File: src/rtl/gb_lcd_pkg.sv
// Shared Game Boy LCD geometry, capture state encoding and framebuffer write payload.
package gb_lcd_pkg;

  localparam int unsigned LCD_W  = 160;
  localparam int unsigned LCD_H  = 144;
  localparam int unsigned ADDR_W = 15;

  typedef enum logic {
    WAIT_VSYNC = 1'b0,
    ACTIVE     = 1'b1
  } cap_state_t;

  typedef struct packed {
    logic [ADDR_W-1:0] addr;
    logic [1:0]        data;
  } fb_wr_t;

endpackage

File: src/rtl/gb_lcd_capture_if.sv
// Raw LCD pins in, framebuffer write port out. err_sticky exists only with GB_CAPTURE_ERR_EN.
interface gb_lcd_capture_if
  import gb_lcd_pkg::*;
();

  logic              PX_CLK;
  logic              HSYNC;
  logic              VSYNC;
  logic              D0;
  logic              D1;
  logic              wen;
  logic [ADDR_W-1:0] waddr;
  logic [1:0]        wdata;
  logic              frame_done;
  logic              capturing;
`ifdef GB_CAPTURE_ERR_EN
  logic [2:0]        err_sticky;
`endif

  modport master (
    input  PX_CLK, HSYNC, VSYNC, D0, D1,
    output wen, waddr, wdata, frame_done, capturing
`ifdef GB_CAPTURE_ERR_EN
    , output err_sticky
`endif
  );

  modport slave (
    output PX_CLK, HSYNC, VSYNC, D0, D1,
    input  wen, waddr, wdata, frame_done, capturing
`ifdef GB_CAPTURE_ERR_EN
    , input err_sticky
`endif
  );

endinterface

File: src/rtl/sync_edge.sv
// Two-flop synchroniser plus one history flop; rise/fall pulses are one clk wide.
module sync_edge (
  input  logic clk,
  input  logic rst,
  input  logic din,
  output logic rise_c,
  output logic fall_c
);

  // sh[0], sh[1]: synchroniser; sh[2]: previous synchronised level
  logic [2:0] sh;

  always_ff @(posedge clk or posedge rst) begin
    if (rst) sh <= 3'b000;
    else     sh <= {sh[1:0], din};
  end

  assign rise_c =  sh[1] & ~sh[2];
  assign fall_c = ~sh[1] &  sh[2];

endmodule

File: src/rtl/gb_lcd_capture.sv
// Oversampling LCD pin capture producing row-major framebuffer writes.
// Optional GB_CAPTURE_ERR_EN adds sticky overrun / short-frame flags.
module gb_lcd_capture
  import gb_lcd_pkg::*;
(
  input  logic             clk,
  input  logic             rst,
  gb_lcd_capture_if.master bus
);

  localparam logic [7:0] X_END  = 8'(LCD_W);
  localparam logic [7:0] Y_END  = 8'(LCD_H);
  localparam logic [7:0] Y_LAST = 8'(LCD_H - 1);

  logic px_fall_c, px_rise_c;
  logic hs_fall_c, hs_rise_c;
  logic vs_rise_c, vs_fall_c;

  sync_edge u_px (.clk(clk), .rst(rst), .din(bus.PX_CLK), .rise_c(px_rise_c), .fall_c(px_fall_c));
  sync_edge u_hs (.clk(clk), .rst(rst), .din(bus.HSYNC),  .rise_c(hs_rise_c), .fall_c(hs_fall_c));
  sync_edge u_vs (.clk(clk), .rst(rst), .din(bus.VSYNC),  .rise_c(vs_rise_c), .fall_c(vs_fall_c));

  logic unused_edges;
  assign unused_edges = &{1'b0, px_rise_c, hs_rise_c, vs_fall_c};

  // One stage deeper than the control path: pixel is the pin value one clk before the fall was seen
  logic [2:0] d0_pipe, d1_pipe;

  always_ff @(posedge clk or posedge rst) begin
    if (rst) begin
      d0_pipe <= 3'b000;
      d1_pipe <= 3'b000;
    end else begin
      d0_pipe <= {d0_pipe[1:0], bus.D0};
      d1_pipe <= {d1_pipe[1:0], bus.D1};
    end
  end

  cap_state_t        state;
  logic [7:0]        x, y;
  logic [ADDR_W-1:0] line_base;
  fb_wr_t            wr_q;
  logic              wen_q, frame_done_q, capturing_q;

  always_ff @(posedge clk or posedge rst) begin
    if (rst) begin
      state        <= WAIT_VSYNC;
      x            <= 8'd0;
      y            <= 8'd0;
      line_base    <= '0;
      wr_q         <= '0;
      wen_q        <= 1'b0;
      frame_done_q <= 1'b0;
      capturing_q  <= 1'b0;
    end else begin
      wen_q        <= 1'b0;
      frame_done_q <= 1'b0;
      case (state)
        WAIT_VSYNC: begin
          if (vs_rise_c) begin
            state       <= ACTIVE;
            capturing_q <= 1'b1;
            x           <= 8'd0;
            y           <= 8'd0;
            line_base   <= '0;
          end
        end
        ACTIVE: begin
          // Later assignments win: line advance overrides x++, frame restart overrides both
          if (px_fall_c) begin
            if (x < X_END && y < Y_END) begin
              wen_q     <= 1'b1;
              wr_q.addr <= line_base + ADDR_W'(x);
              wr_q.data <= {d0_pipe[2], d1_pipe[2]};
            end
            if (x < X_END) x <= x + 8'd1;
          end
          if (hs_fall_c) begin
            x         <= 8'd0;
            y         <= y + 8'd1;
            line_base <= line_base + ADDR_W'(LCD_W);
            if (y == Y_LAST) begin
              frame_done_q <= 1'b1;
              state        <= WAIT_VSYNC;
              capturing_q  <= 1'b0;
            end
          end
          if (vs_rise_c) begin
            x            <= 8'd0;
            y            <= 8'd0;
            line_base    <= '0;
            frame_done_q <= 1'b0;
            state        <= ACTIVE;
            capturing_q  <= 1'b1;
          end
        end
        default: state <= WAIT_VSYNC;
      endcase
    end
  end

  assign bus.wen        = wen_q;
  assign bus.waddr      = wr_q.addr;
  assign bus.wdata      = wr_q.data;
  assign bus.frame_done = frame_done_q;
  assign bus.capturing  = capturing_q;

`ifdef GB_CAPTURE_ERR_EN
  logic [2:0] err_q;

  always_ff @(posedge clk or posedge rst) begin
    if (rst) begin
      err_q <= 3'b000;
    end else if (state == ACTIVE) begin
      if (px_fall_c && x >= X_END)  err_q[0] <= 1'b1;
      if (hs_fall_c && y >= Y_END)  err_q[1] <= 1'b1;
      if (vs_rise_c && y < Y_LAST)  err_q[2] <= 1'b1;
    end
  end

  assign bus.err_sticky = err_q;
`endif

endmodule

File: src/flat_wrapper.sv
// flat-port wrapper written by rule: the top's interface ports become plain ports
module gb_lcd_capture_flat import gb_lcd_pkg::*;
  (clk, rst, bus_PX_CLK, bus_HSYNC, bus_VSYNC, bus_D0, bus_D1, bus_wen, bus_waddr, bus_wdata, bus_frame_done, bus_capturing);
  gb_lcd_capture_if bus_i ();
  input  logic clk;
  input  logic rst;
  input wire logic [$bits(bus_i.PX_CLK)-1:0] bus_PX_CLK;
  input wire logic [$bits(bus_i.HSYNC)-1:0] bus_HSYNC;
  input wire logic [$bits(bus_i.VSYNC)-1:0] bus_VSYNC;
  input wire logic [$bits(bus_i.D0)-1:0] bus_D0;
  input wire logic [$bits(bus_i.D1)-1:0] bus_D1;
  output wire logic [$bits(bus_i.wen)-1:0] bus_wen;
  output wire logic [$bits(bus_i.waddr)-1:0] bus_waddr;
  output wire logic [$bits(bus_i.wdata)-1:0] bus_wdata;
  output wire logic [$bits(bus_i.frame_done)-1:0] bus_frame_done;
  output wire logic [$bits(bus_i.capturing)-1:0] bus_capturing;
  assign bus_i.PX_CLK = bus_PX_CLK;
  assign bus_i.HSYNC = bus_HSYNC;
  assign bus_i.VSYNC = bus_VSYNC;
  assign bus_i.D0 = bus_D0;
  assign bus_i.D1 = bus_D1;
  assign bus_wen = bus_i.wen;
  assign bus_waddr = bus_i.waddr;
  assign bus_wdata = bus_i.wdata;
  assign bus_frame_done = bus_i.frame_done;
  assign bus_capturing = bus_i.capturing;
  gb_lcd_capture u_core (.clk(clk), .rst(rst), .bus(bus_i));
endmodule
File: config.mk
export PLATFORM = sky130hd
export DESIGN_NAME = gb_lcd_capture_flat
export DESIGN_NICKNAME = d
export VERILOG_FILES = /design/src/rtl/gb_lcd_pkg.sv /design/src/rtl/gb_lcd_capture_if.sv /design/src/rtl/sync_edge.sv /design/src/rtl/gb_lcd_capture.sv /design/src/flat_wrapper.sv
export SDC_FILE = /design/constraint.sdc
export NUM_CORES = 1
export LEC_CHECK = 0
export ABC_AREA = 1
export BUFFER_PORTS_ARGS = -buffer_cell sky130_fd_sc_hd__buf_4
export CAP_MARGIN = 20
export CELL_PAD_IN_SITES_DETAIL_PLACEMENT = 1
export CELL_PAD_IN_SITES_GLOBAL_PLACEMENT = 2
export CORE_MARGIN = 1
export CORE_UTILIZATION = 38
export CTS_BUF_LIST = sky130_fd_sc_hd__clkbuf_4 sky130_fd_sc_hd__clkbuf_8 sky130_fd_sc_hd__clkbuf_16
export CTS_CLUSTER_DIAMETER = 40
export DETAILED_ROUTE_END_ITERATION = 6
export PLACE_DENSITY = 0.88
export SLEW_MARGIN = 40
export SYNTH_ARGS = -nofsm -noshare
export SYNTH_HDL_FRONTEND = slang
export SYNTH_SLANG_ARGS = --single-unit
File: constraint.sdc
create_clock -name clk -period 4.3 [get_ports clk]
set_input_delay 0.215 -clock clk [delete_from_list [all_inputs] [get_ports clk]]
set_output_delay 0.215 -clock clk [all_outputs]
set_load 0.005 [all_outputs]
* Yosys cells after proc, flatten, opt, wreduce, memory -nomap -nowiden *
Index checks and enable logic that the tools add are counted.

word-level totals
  flip-flop bits (word level) = 67
  bits of input ports = 7

cells by class
  eq/ne operators = 6
  reductions and logical operators = 5
  order comparisons = 2
  multiplexer cells = 30
  add/sub/neg operators = 4
  bitwise logic cells = 7

operators with widths
  kind                   number
  $mux 8                 7
  $mux 15                3
  $pmux 8 s2             2
  $pmux 15 s2            1
  $add 8x1->8 const B    2
  $lt 8x8->1 const B     2
  $add 15x8->15          1
  $add 15x8->15 const B  1
  $mux 1                 15
  $reduce_and 3->1       3
  $eq 8x8->1 const B     1
  $ne 4x2->1 const B     1
  $ne 4x3->1 const B     1
  $not 1->1              4
  $pmux 1 s2             2
  $and 1x1->1            3
  $ne 3x2->1 const B     1
  $ne 3x3->1 const B     1
  $ne 2x2->1 const B     1
  $reduce_and 2->1       1
  $logic_and 1x1->1      1

* Depth between registers and ports, before layout *
Gate-level depths: netlist of the first run.

  depth in word-level cells = 6
  gate-level depth with buffers = 9
  mapped depth without buffers = 9

* By module *
A second synthesis of the first run with hierarchy kept.

unflattened totals
  cells, all modules = 331
  area total of the unflattened synthesis = 2855.2 µm²

modules (own cells, without submodules)
  module          cells an instance  instances  area an instance (µm²)
  gb_lcd_capture  307                1          2573.7
  sync_edge       8                  3          93.8

* Worst setup path before layout of the first run *
OpenSTA, ideal clock, no wires.

  kind = reg2reg
  from = register u_core.line_base[6]
  to = register u_core.wr_q, in the netlist u_core.bus.waddr[13]
  data arrival time = 1.251 ns
  clock period less this slack = 1.369 ns
  cell stages (with the launch flop) = 10
  required time = 4.182 ns
  setup slack = 2.931 ns
  buffers on the path = 0
  cells stage by stage = dfrtp_1 -> ha_1 -> nand2_1 -> nand2_1 -> nand2_1 -> o21ai_0 -> nand2_1 -> nand2_1 -> nand3_1 -> nand2_1

between the ends
  word-level cells in the longest chain between the ends = 1

RTL lines
  what                    line                  RTL
  from (decl)             gb_lcd_capture.sv:41  logic [ADDR_W-1:0] line_base;
  from (signal assigned)  gb_lcd_capture.sv:81  line_base <= line_base + ADDR_W'(LCD_W);
  $add 15x8->15           gb_lcd_capture.sv:73  wr_q.addr <= line_base + ADDR_W'(x);
  to (decl)               gb_lcd_capture.sv:42  fb_wr_t wr_q;

Every way passes these cells.
A chain may end at the register's enable or synchronous reset.

* Final worst setup path of the first run *
  from = register u_core.state
  to = register u_core.line_base[13]

between the ends
  word-level cells in the longest chain between the ends = 3
  elaborated cells on any way between the ends = 5
  classes of those cells = 2 x eq/ne; 1 x mux; 1 x bitwise; 1 x reduce/logical

RTL lines
  what                        line                  RTL
  from (decl)                 gb_lcd_capture.sv:39  cap_state_t state;
  from (signal assigned)      gb_lcd_capture.sv:47  state <= WAIT_VSYNC;
  from (signal assigned)      gb_lcd_capture.sv:61  state <= ACTIVE;
  from (signal assigned)      gb_lcd_capture.sv:84  state <= WAIT_VSYNC;
  $not 1->1                   gb_lcd_capture.sv:58  case (state)
  $ne 2x2->1 (no line)        -
  $reduce_and 2->1 (no line)  -

Parallel ways exist; a longest one is shown, timed or not.

==> results of run 1 <==
routing by layer:
metal / track usage (%) / part of all wire, %
met3: 3.73 / 2.1
met1: 25.4 / 50
met2: 29.9 / 46
met5: 0 / 0
met4: 7.92 / 1.8
worst paths after layout:
kind	from	end	slack [ns]	cells after the start
setup / recovery	u_core.state$_DFF_PP0_	u_core.line_base[13]$_DFFE_PP0P_	2.61	6
hold / removal	u_core.u_px.sh[0]$_DFF_PP0_	u_core.u_px.sh[1]$_DFF_PP0_	0.35	0
setup reg to reg	u_core.state$_DFF_PP0_	u_core.line_base[13]$_DFFE_PP0P_	2.61	6
hold reg to reg	u_core.u_px.sh[0]$_DFF_PP0_	u_core.u_px.sh[1]$_DFF_PP0_	0.35	0
max in group asynchronous	rst	u_core.x[7]$_DFFE_PP0P_	2.92	4
min in group asynchronous	rst	u_core.bus.waddr[14]$_DFFE_PP0P_	0.53	3
power breakdown:
part / internal [W] / leakage (nW) / switching, W
Clock: 0.000353 / 0.115 / 0.000220
Sequential: 0.000629 / 0.802 / 0.0000361
Combinational: 0.0000689 / 0.864 / 0.0000972
Total: 0.00105 / 1.78 / 0.000354
state kept, by name (all words and copies together), names as in the netlist, 2 cells and up:
register and flops:
u_core.bus.waddr 15, u_core.line_base 10, u_core.x 8, u_core.y 8, u_core.d0_pipe 3, u_core.d1_pipe 3
u_core.u_hs.sh 3, u_core.u_px.sh 3, u_core.u_vs.sh 3, u_core.bus.wdata 2
synthesized netlist by cell type:
cell type,instances
sky130_fd_sc_hd__nand4_1,8
sky130_fd_sc_hd__o22ai_1,1
sky130_fd_sc_hd__o21ai_1,6
sky130_fd_sc_hd__inv_1,52
sky130_fd_sc_hd__nand2_1,93
sky130_fd_sc_hd__nor2_4,1
sky130_fd_sc_hd__inv_2,1
sky130_fd_sc_hd__a21oi_4,1
sky130_fd_sc_hd__o21ai_4,1
sky130_fd_sc_hd__nor2_1,34
sky130_fd_sc_hd__nand4_2,1
sky130_fd_sc_hd__a21oi_2,1
sky130_fd_sc_hd__dfrtp_1,62
sky130_fd_sc_hd__a21oi_1,14
sky130_fd_sc_hd__nand3_1,28
sky130_fd_sc_hd__xnor2_1,2
sky130_fd_sc_hd__clkbuf_1,1
sky130_fd_sc_hd__buf_2,1
sky130_fd_sc_hd__and2_1,1
sky130_fd_sc_hd__xor2_1,1
sky130_fd_sc_hd__ha_1,6
sky130_fd_sc_hd__nor2_2,1
sky130_fd_sc_hd__nand2_2,2
sky130_fd_sc_hd__nor3_1,4
sky130_fd_sc_hd__o21ai_0,16
sky130_fd_sc_hd__buf_4,2
sky130_fd_sc_hd__buf_6,1
cells by family (layout without fill, tap and decap cells):
logic type	after synthesis	in the layout	synth area share (%)
adder cells (fa/ha/maj)	6	6	2.63
XOR/XNOR	3	3	0.922
AND/OR/NAND/NOR	173	173	25.8
flip-flops	62	62	54.4
AO/OA/AOI/OAI	40	40	7.99
buffers and inverters	58	101	8.21
area by class of cell:
class	instances	share of cell area (%)
flip-flops and latches	62	45.3
well taps	99	3.62
repair buffers	33	7.68
inverters	53	5.81
clock buffers	11	4.42
multi-input cells	222	31.1
clock inverters	4	2.05
per-stage QoR:
| stage | utilization, % | setup slack (ns) | total power [W] | cell area [um2] | hold slack (ns) |
|---|---|---|---|---|---|
| 3_5_place_dp | 43.3 | 2.62 | 0.000840 | 3140 | 0.326 |
| 4_1_cts | 47.2 | 2.61 | 0.00142 | 3420 | 0.346 |
| 6_report | 47.2 | 2.61 | 0.00140 | 3420 | 0.347 |
| 3_3_place_gp | 43.3 | 2.66 | 0.000830 | 3140 | 0.324 |
| 5_1_grt | 47.2 | 2.42 | 0.00148 | 3420 | 0.370 |
| 2_1_floorplan | - | 2.54 | 0.000771 | 2850 | 0.246 |
==> impl_metrics.toml, run 1 <==
[run_status]
outcome = "finished clean"

[sta]
slew_headroom_pct = 54.6
min_period_over_period_pct = 39.2
rsz0062_at_grt = "false"
report.final.hold_viol_count = 0
period_minus_slack_ns = 1.69
setup_total_negative_slack_ns = 0
tightestPinTransition_ns = 0.678
finClkSkew_ns = 0.00646
max_clock_freq_mhz = 593
setup-violations-final = 0
timing_max_transition_violations_final = 0

[grt]
gr-total-overflow = 0
groute.usage.overall_pct = 18.9
grt_antenna_before_repair = 0
vias_in_the_first_global_route = 2393
grt_pass1_wl_um = 11200
grt_start_max_net_pins = 35

[power]
power_per_cell_area_nw_per_um2 = 410
power.leakage_nw = 1.78
peakVddDrop_uv = 145

[critical_path]
setup.worst_path.class = "flip-flop to flip-flop"
timing.critical_path.arrival_ns = 1.95
crit_path_start_kind = "flip-flop"
critical_path.max_fanout = 26
cp_num_buf_inv = 1
worst_path_dominant_cell_family = "compound AO/OA/AOI/OAI gates"
critPathCaptureType = "flip-flop"
worst_ep_required_time_ns = 4.56
critical_path.cell_chain = "inv_2 -> o21ai_4 -> nand3_1 -> nand2_1 -> nand2_1 -> nor2_1"
timing.critical_path.slowest_stage_cell = "sky130_fd_sc_hd__o21ai_4"
crit_path_max_incr_delay_ns = 0.57
path_common_cell = "sky130_fd_sc_hd__nand2_1"

[clocking]
worstSkewPairLatency_ns = 0.33
cts_max_path_buffers = 2
post_cts_setup_buffers = 0
cts_buf_count = 9
cts.clk_slew.worst_paths_ns = 0.07
tritoncts = "done"
clock-sinks = 62
cts_htree_levels = 3
hold_buffers = 6
cts_root_buffer = "sky130_fd_sc_hd__clkbuf_8"
cts_resized = 0

[final_layout]
seq_area_um2 = 1550
fin_cells = 484
layout_common_cells = "sky130_fd_sc_hd__nand2_1, sky130_fd_sc_hd__dfrtp_1, sky130_fd_sc_hd__inv_1"
num-nets-final = 394
antenna-diode-count = 0
fillerInstances = 894
multi_input_area_um2 = 1060
area_delta_synth_final_pct = 20.1
drive_above_1_share_pct = 13.5
layout_commonest_cell = "sky130_fd_sc_hd__nand2_1"

[floorplan]
chip_height_um = 88.6
design.portCount = 27
die_area_um2 = 7850
fp.dieW_um = 88.6
num_rows = 31
floorplan.core_area_um2 = 7250
initial_utilization_pct = 39.3

[yosys]
synth.yosys.seq_area_share_pct = 54.4
post-synth-top-area-cell = "sky130_fd_sc_hd__dfrtp_1"
yosysWarningCount = 0
yosysUniqueCellTypes = 27
synth.avg_cell_area_um2 = 8.33
postSynthNetCount = 355
syn_inst = 342
synth-seq-cells = 62
synthDominantCellAreaShare_pct = 54.4
post_synth_main_area_contributors = "sky130_fd_sc_hd__dfrtp_1, sky130_fd_sc_hd__nand2_1, sky130_fd_sc_hd__inv_1, sky130_fd_sc_hd__nand3_1, sky130_fd_sc_hd__nor2_1"
mappedNetlistArea_um2 = 2850

[placement]
placement.io_buffers = 26
hpwl_um = 4550
gp_routability_congestion = 0.791
numPlacedInstances = 463

[drt]
wl_um = 6380
route.antenna.remaining_nets = 0
remaining_drc_errors = 0
drt_first_pass_iters = 4
vias = 2279
via_per_inst = 4.71
post_drt_wl_per_cell_um = 13.2
drt_first_iter_violations = 74

[worst_hold_path]
worst_hold_path_type = "flip-flop to flip-flop"

[flow_run]
max_capacitance_violation_count = 0
(Power assumes the default switching activity.)
==> run 2, diff against run 1 <==
Settings changed: ABC_AREA 1 to 0, CORE_UTILIZATION 38 to 39, PLACE_DENSITY 0.88 to 0.81.
Clock period 4.3 ns to 1.65 ns, I/O delays scaled along.
==> run 2 against run 1 <==
Critical endpoint is now u_core.line_base[14]$_DFFE_PP0P_. Synthesized cell count decreased by 32%. Worst setup slack got worse by 2.6 ns. Cell area rose by 6.5%. Power rose to 2.9 times the previous value. Final cell count is 19% lower. Worst hold slack gained 0.0040 ns. The run now ends with setup timing left. Critical path type unchanged. Largest power group unchanged.
==> impl_metrics.toml, run 2 <==
[power]
internal_power_w = 0.00294
share_clk_of_total_power_pct = 37.0
seq_power_share_pct = 45.1
total_power_w = 0.00405
comb_power_share_pct = 17.9
power.leakage_nw = 1.67
power.switching_fraction_pct = 27.3
net-switching-power_w = 0.00111
power_per_cell_area_nw_per_um2 = 1110
peakVddDrop_uv = 493

[yosys]
synthDominantCellAreaShare_pct = 55.7
synth_enable_flop_cells = 0
yosysUniqueCellTypes = 38
postSynthNetCount = 246
yosys.cell_count.top_type = "sky130_fd_sc_hd__dfrtp_1"
post-synth-top-area-cell = "sky130_fd_sc_hd__dfrtp_1"
synth-seq-cells = 62
yosysWarningCount = 0
synthTopCellsByCount = "sky130_fd_sc_hd__dfrtp_1, sky130_fd_sc_hd__nor2_1, sky130_fd_sc_hd__xnor2_1"
syn_inst = 233
synth.yosys.seq_area_share_pct = 55.7
synth_async_sr_flop_share_pct = 100
mappedNetlistArea_um2 = 2780
ys.flop_type = "sky130_fd_sc_hd__dfrtp_1"
post_synth_main_area_contributors = "sky130_fd_sc_hd__dfrtp_1, sky130_fd_sc_hd__xnor2_1, sky130_fd_sc_hd__mux2_4, sky130_fd_sc_hd__mux2_2, sky130_fd_sc_hd__nor2_1"
synth.avg_cell_area_um2 = 11.9

[sta]
period_minus_slack_ns = 1.67
slew_headroom_pct = 59.8
setup-violations-final = 1
finClkSkew_ns = 0.00726
rsz0062_at_grt = "true"
max_clock_freq_mhz = 600
setup_slack_ns = -0.0173
min_period_over_period_pct = 101
report.final.hold_viol_count = 0
tightestPinTransition_ns = 0.587
timing_max_transition_violations_final = 0

[critical_path]
setup.worst_path.class = "flip-flop to flip-flop"
regToRegStartpoint = "u_core.line_base[7]$_DFFE_PP0P_"
worst_ep_required_time_ns = 1.87
critPathCaptureType = "flip-flop"
startpoint = "u_core.line_base[7]$_DFFE_PP0P_"
timing.critical_path.arrival_ns = 1.89
critical_path.max_fanout = 4
crit_path_start_kind = "flip-flop"

[final_layout]
layout_common_cells = "sky130_fd_sc_hd__dfrtp_1, sky130_fd_sc_hd__buf_4, sky130_fd_sc_hd__nor2_1"
largest_register_ff_count = 15
num-nets-final = 303
area_delta_synth_final_pct = 31.0
drive_above_1_share_pct = 34.9
fin_cells = 391
fillerInstances = 744
antenna-diode-count = 0
layout_commonest_cell = "sky130_fd_sc_hd__dfrtp_1"

[worst_hold_path]
hp-start = "u_core.d0_pipe[1]$_DFF_PP0_"
worst_hold_path_type = "flip-flop to flip-flop"

[grt]
grt_antenna_before_repair = 0
vias_in_the_first_global_route = 2136
grt_start_max_net_pins = 63
gr-total-overflow = 0
groute.usage.overall_pct = 18.4
grt_pass1_wl_um = 10400

[flow_run]
max_capacitance_violation_count = 0

[floorplan]
num_rows = 30
chip_height_um = 86.5
die_area_um2 = 7480
fp.dieW_um = 86.5
floorplan.core_area_um2 = 6830
initial_utilization_pct = 40.8
design.portCount = 27

[clocking]
tritoncts = "done"
cts.clk_slew.worst_paths_ns = 0.08
cts_root_buffer = "sky130_fd_sc_hd__clkbuf_8"
worstSkewPairLatency_ns = 0.34
clock-sinks = 62
cts_buf_count = 9
cts_max_path_buffers = 2
cts_htree_levels = 3

[placement]
hpwl_um = 3920
gp_routability_congestion = 0.798
placement.io_buffers = 26
numPlacedInstances = 365

[drt]
drt_first_pass_iters = 4
post_drt_wl_per_cell_um = 15.8
via_per_inst = 5.07
drt_first_iter_violations = 110
vias = 1982
route.antenna.remaining_nets = 0
wl_um = 6160
remaining_drc_errors = 0

[run_status]
violations = "setup timing"
outcome = "finished, violations left"
run 2: changes by cell type in the layout (fill, tap and decap cells not counted), sizes merged, moves of 9 or more:
cell | before | now
nand2 | 95 | 9
inv | 53 | 7
buf | 27 | 50
nand3 | 28 | 5
mux2 | 0 | 17
o21ai | 23 | 7
xnor2 | 2 | 16
nor2 | 36 | 24
xor2 | 1 | 10
run 2: what timing repair did:
| action | in CTS | in global routing |
|---|---|---|
| hold buffers | 6 | 0 |
| endpoints found under the hold margin | 67 | 0 |
| gates resized for setup | 3 | 15 |
| buffers inserted | 1 | 3 |
| pin swaps | 1 | 5 |
| setup endpoints to repair | 8 | 12 |
run 2: cell families (layout without fill, tap and decap cells):
family,count (synthesis),count (layout),share of synthesized area (%)
and+or+nand+nor,63,63,12.3
buffers and inverters,16,78,2.56
DFF,62,62,55.7
AOI/OAI and AO/OA,41,41,9.75
adders and majority gates,6,6,2.70
muxes,19,19,8.81
xor gates and xnor gates,26,26,8.18
run 2: power groups by stage:
stage	registers [W]	logic [W]	clock network, W
4_1_cts	0.00182	0.000696	0.00154
5_1_grt	0.00185	0.000792	0.00161
2_1_floorplan	0.00182	0.000394	0
3_5_place_dp	0.00185	0.000674	0
6_report	0.00182	0.000723	0.00150
3_3_place_gp	0.00184	0.000654	0
run 2: worst paths after layout:
check | end | slack (ns) | cells after the start
max in group asynchronous | u_core.line_base[13]$_DFFE_PP0P_ | 1.01 | 4
min in group asynchronous | u_core.u_px.sh[0]$_DFF_PP0_ | 0.37 | 4
hold / removal | u_core.d0_pipe[2]$_DFF_PP0_ | 0.35 | 0
hold reg to reg | u_core.d0_pipe[2]$_DFF_PP0_ | 0.35 | 0
setup reg to reg | u_core.line_base[14]$_DFFE_PP0P_ | -0.02 | 6
setup / recovery | u_core.line_base[14]$_DFFE_PP0P_ | -0.02 | 6
run 2: metal layers:
layer | routed length (um) | up-vias | GRT usage (%)
met4 | 95 | 0 | 8.64
met5 | 0 | - | 0
met1 | 2820 | 1007 | 23.3
met2 | 3070 | 33 | 29.6
li1 | - | 933 | -
met3 | 172 | 9 | 4.86
run 2: cell type report:
type	count	area [um2]	share of cell area (%)
Tap cell	96	120	3.29
Sequential cell	62	1550	42.6
Clock buffer	9	124	3.40
Clock inverter	7	97.6	2.68
Multi-Input combinational cell	155	1260	34.6
Inverter	6	22.5	0.618
Timing Repair Buffer	56	468	12.8
run 2: worst max-delay path: stages (launching register included):
cell,delay (ns)
sky130_fd_sc_hd__dfrtp_1,0.40
sky130_fd_sc_hd__buf_4,0.14
sky130_fd_sc_hd__buf_4,0.12
sky130_fd_sc_hd__a21oi_1,0.06
sky130_fd_sc_hd__a2111oi_0,0.57
sky130_fd_sc_hd__xnor2_1,0.19
sky130_fd_sc_hd__nor2_1,0.06
run 2: stage by stage:
stage	hold slack [ns]	util, %	worst slack [ns]	TNS (ns)	area, um2
after floorplan	0.114	-	0.00595	0	2810
final	0.351	53.4	-0.0173	-0.0173	3650
after global routing	0.359	53.4	-0.0890	-0.591	3650
after detailed placement	0.190	47.6	-0.0572	-0.278	3250
after global placement	0.180	47.6	-0.0158	-0.0556	3250
after CTS	0.354	52.1	0.00740	0	3560
==> run 3, diff against run 2 <==
Settings changed: CORE_UTILIZATION 39 to 36, PLACE_DENSITY 0.81 to 0.79, REMOVE_ABC_BUFFERS set to 1.
Clock period 1.65 ns to 1.3 ns, I/O delays scaled along.
==> run 3 against run 2 <==
The flow still finishes with violations (setup timing). Fmax rose by 1.1%. First-iteration DRC count fell by 41%. Critical path depth fell by 1. Worst hold slack got worse by 0.097 ns. Via count rose by 11%. Clock-buffer cell count did not move. Global-route usage rose by 0.48 points. Die area rose by 8.1%. Worst setup slack got worse by 0.33 ns. Critical path type unchanged.
==> impl_metrics.toml, run 3 (synthesis gave the netlist of run 2 again) <==
[final_layout]
fin_cells = 436
layout_commonest_cell = "sky130_fd_sc_hd__buf_4"
antenna-diode-count = 0
area_delta_synth_final_pct = 54.5
num-nets-final = 345
drive_above_1_share_pct = 52.2
largest_register_ff_count = 15
layout_common_cells = "sky130_fd_sc_hd__buf_4, sky130_fd_sc_hd__dfrtp_1, sky130_fd_sc_hd__nor2_1"

[clocking]
cts_buf_count = 9
cts.clk_slew.worst_paths_ns = 0.08
tritoncts = "done"
clock-sinks = 62
worstSkewPairLatency_ns = 0.35
cts_max_path_buffers = 2
cts_htree_levels = 3
cts_root_buffer = "sky130_fd_sc_hd__clkbuf_8"

[critical_path]
worst_ep_required_time_ns = 1.53
worst_path_dominant_cell_family = "simple AND/OR/NAND/NOR gates"
setup.worst_path.class = "flip-flop to flip-flop"
cp_num_buf_inv = 1
critical_path.max_fanout = 17
crit_path_start_kind = "flip-flop"
timing.critical_path.slowest_stage_cell = "sky130_fd_sc_hd__or3_4"
critPathCaptureType = "flip-flop"
timing.critical_path.arrival_ns = 1.88
crit_path_max_incr_delay_ns = 0.42
critical_path.cell_chain = "or3_4 -> nand2_4 -> nand4_4 -> buf_12 -> mux2_4"

[floorplan]
num_rows = 31
floorplan.core_area_um2 = 7370
design.portCount = 27
chip_height_um = 89.9
initial_utilization_pct = 37.8
fp.dieW_um = 89.9
die_area_um2 = 8090

[power]
seq_power_share_pct = 40.3
comb_power_share_pct = 25.1
power.switching_fraction_pct = 29.1
total_power_w = 0.00565
share_clk_of_total_power_pct = 34.6
internal_power_w = 0.00401
power_per_cell_area_nw_per_um2 = 1310
peakVddDrop_uv = 662
power.leakage_nw = 1.97
net-switching-power_w = 0.00165

[placement]
placement.io_buffers = 26
gp_routability_congestion = 0.792
numPlacedInstances = 404
hpwl_um = 4500

[sta]
setup-violations-final = 42
rsz0062_at_grt = "true"
report.final.hold_viol_count = 0
slew_headroom_pct = 73.1
max_clock_freq_mhz = 606
timing_max_transition_violations_final = 0
min_period_over_period_pct = 127
period_minus_slack_ns = 1.65
setup_slack_ns = -0.350
tightestPinTransition_ns = 0.403
finClkSkew_ns = 0.00880

[drt]
post_drt_wl_per_cell_um = 17.3
drt_first_iter_violations = 65
via_per_inst = 5.03
wl_um = 7530
remaining_drc_errors = 0
drt_first_pass_iters = 4
route.antenna.remaining_nets = 0
vias = 2191

[flow_run]
max_capacitance_violation_count = 0

[grt]
grt_antenna_before_repair = 0
grt_start_max_net_pins = 25
gr-total-overflow = 0
grt_pass1_wl_um = 11900
vias_in_the_first_global_route = 2374
groute.usage.overall_pct = 18.9

[worst_hold_path]
worst_hold_path_type = "primary input to async pin"

[run_status]
outcome = "finished, violations left"
violations = "setup timing"
## run 3: changes by cell type in the layout (fill, tap and decap cells not counted), sizes merged
cell,change
clkinv,-2
buf,+42
inv,+3
clkinvlp,-1
## run 3: path summary, 6_finish.rpt
path,start,to,slack [ns],cells past startpoint
max in group asynchronous,rst,u_core.x[5]$_DFFE_PP0P_,0.57,4
setup reg to reg,u_core.y[4]$_DFFE_PP0P_,u_core.bus.waddr[5]$_DFFE_PP0P_,-0.35,5
hold reg to reg,u_core.u_vs.sh[0]$_DFF_PP0_,u_core.u_vs.sh[1]$_DFF_PP0_,0.35,0
min in group clk,u_core.u_vs.sh[0]$_DFF_PP0_,u_core.u_vs.sh[1]$_DFF_PP0_,0.35,0
hold / removal,rst,u_core.u_vs.sh[0]$_DFF_PP0_,0.25,3
setup / recovery,u_core.y[4]$_DFFE_PP0P_,u_core.bus.waddr[5]$_DFFE_PP0P_,-0.35,5
## run 3: per-layer routing
| metal | share of wire, % | GRT usage (%) | vias to the layer above |
|---|---|---|---|
| met5 | 0 | 0 | - |
| met4 | 0.93 | 6.85 | 0 |
| met3 | 2.3 | 3.81 | 7 |
| met2 | 54 | 32.5 | 30 |
| met1 | 43 | 23.6 | 1133 |
| li1 | - | - | 1021 |
## run 3: area by class of cell
class	count	area (um2)
clock buffer	9	124
clock inverter	7	103
fill	754	3070
inverter	6	22.5
multi-input combinational	155	1510
sequential	62	1550
tap	99	124
timing repair buffer	98	862
## run 3: power by group through the flow
stage | Combinational, W | Clock [W] | Sequential (W)
floorplan | 0.000445 | 0 | 0.00232
CTS | 0.00130 | 0.00201 | 0.00227
finish | 0.00142 | 0.00196 | 0.00228
global placement | 0.00103 | 0 | 0.00228
detailed placement | 0.00106 | 0 | 0.00230
global route | 0.00152 | 0.00209 | 0.00230
## run 3: repair_timing
action	CTS	global route
endpoints found under the hold margin	19	0
pin swaps	30	36
setup buffers	6	5
hold buffers	6	0
endpoints found under the setup margin	42	46
gates cloned	1	0
resized for setup	61	25
## run 3: worst register-to-register path, delay by kind of cell (launching register included)
family / cells / cell delay [ns]
buffers and inverters: 1 / 0.19
AND/OR/NAND/NOR: 3 / 0.65
multiplexers: 1 / 0.30
flip-flops: 1 / 0.39
## run 3: stage by stage
| step | hold slack, ns | setup slack, ns | instance area, um2 | utilization [%] | TNS (ns) |
|---|---|---|---|---|---|
| finish | 0.255 | -0.350 | 4300 | 58.4 | -9.79 |
| floorplan | 0.0964 | -0.675 | 2740 | - | -33.78 |
| global route | 0.273 | -0.417 | 4300 | 58.4 | -12.50 |
| detailed placement | 0.0791 | -0.400 | 3510 | 47.7 | -9.43 |
| global placement | 0.0739 | -0.339 | 3510 | 47.7 | -8.19 |
| CTS | 0.244 | -0.324 | 4170 | 56.5 | -8.77 |
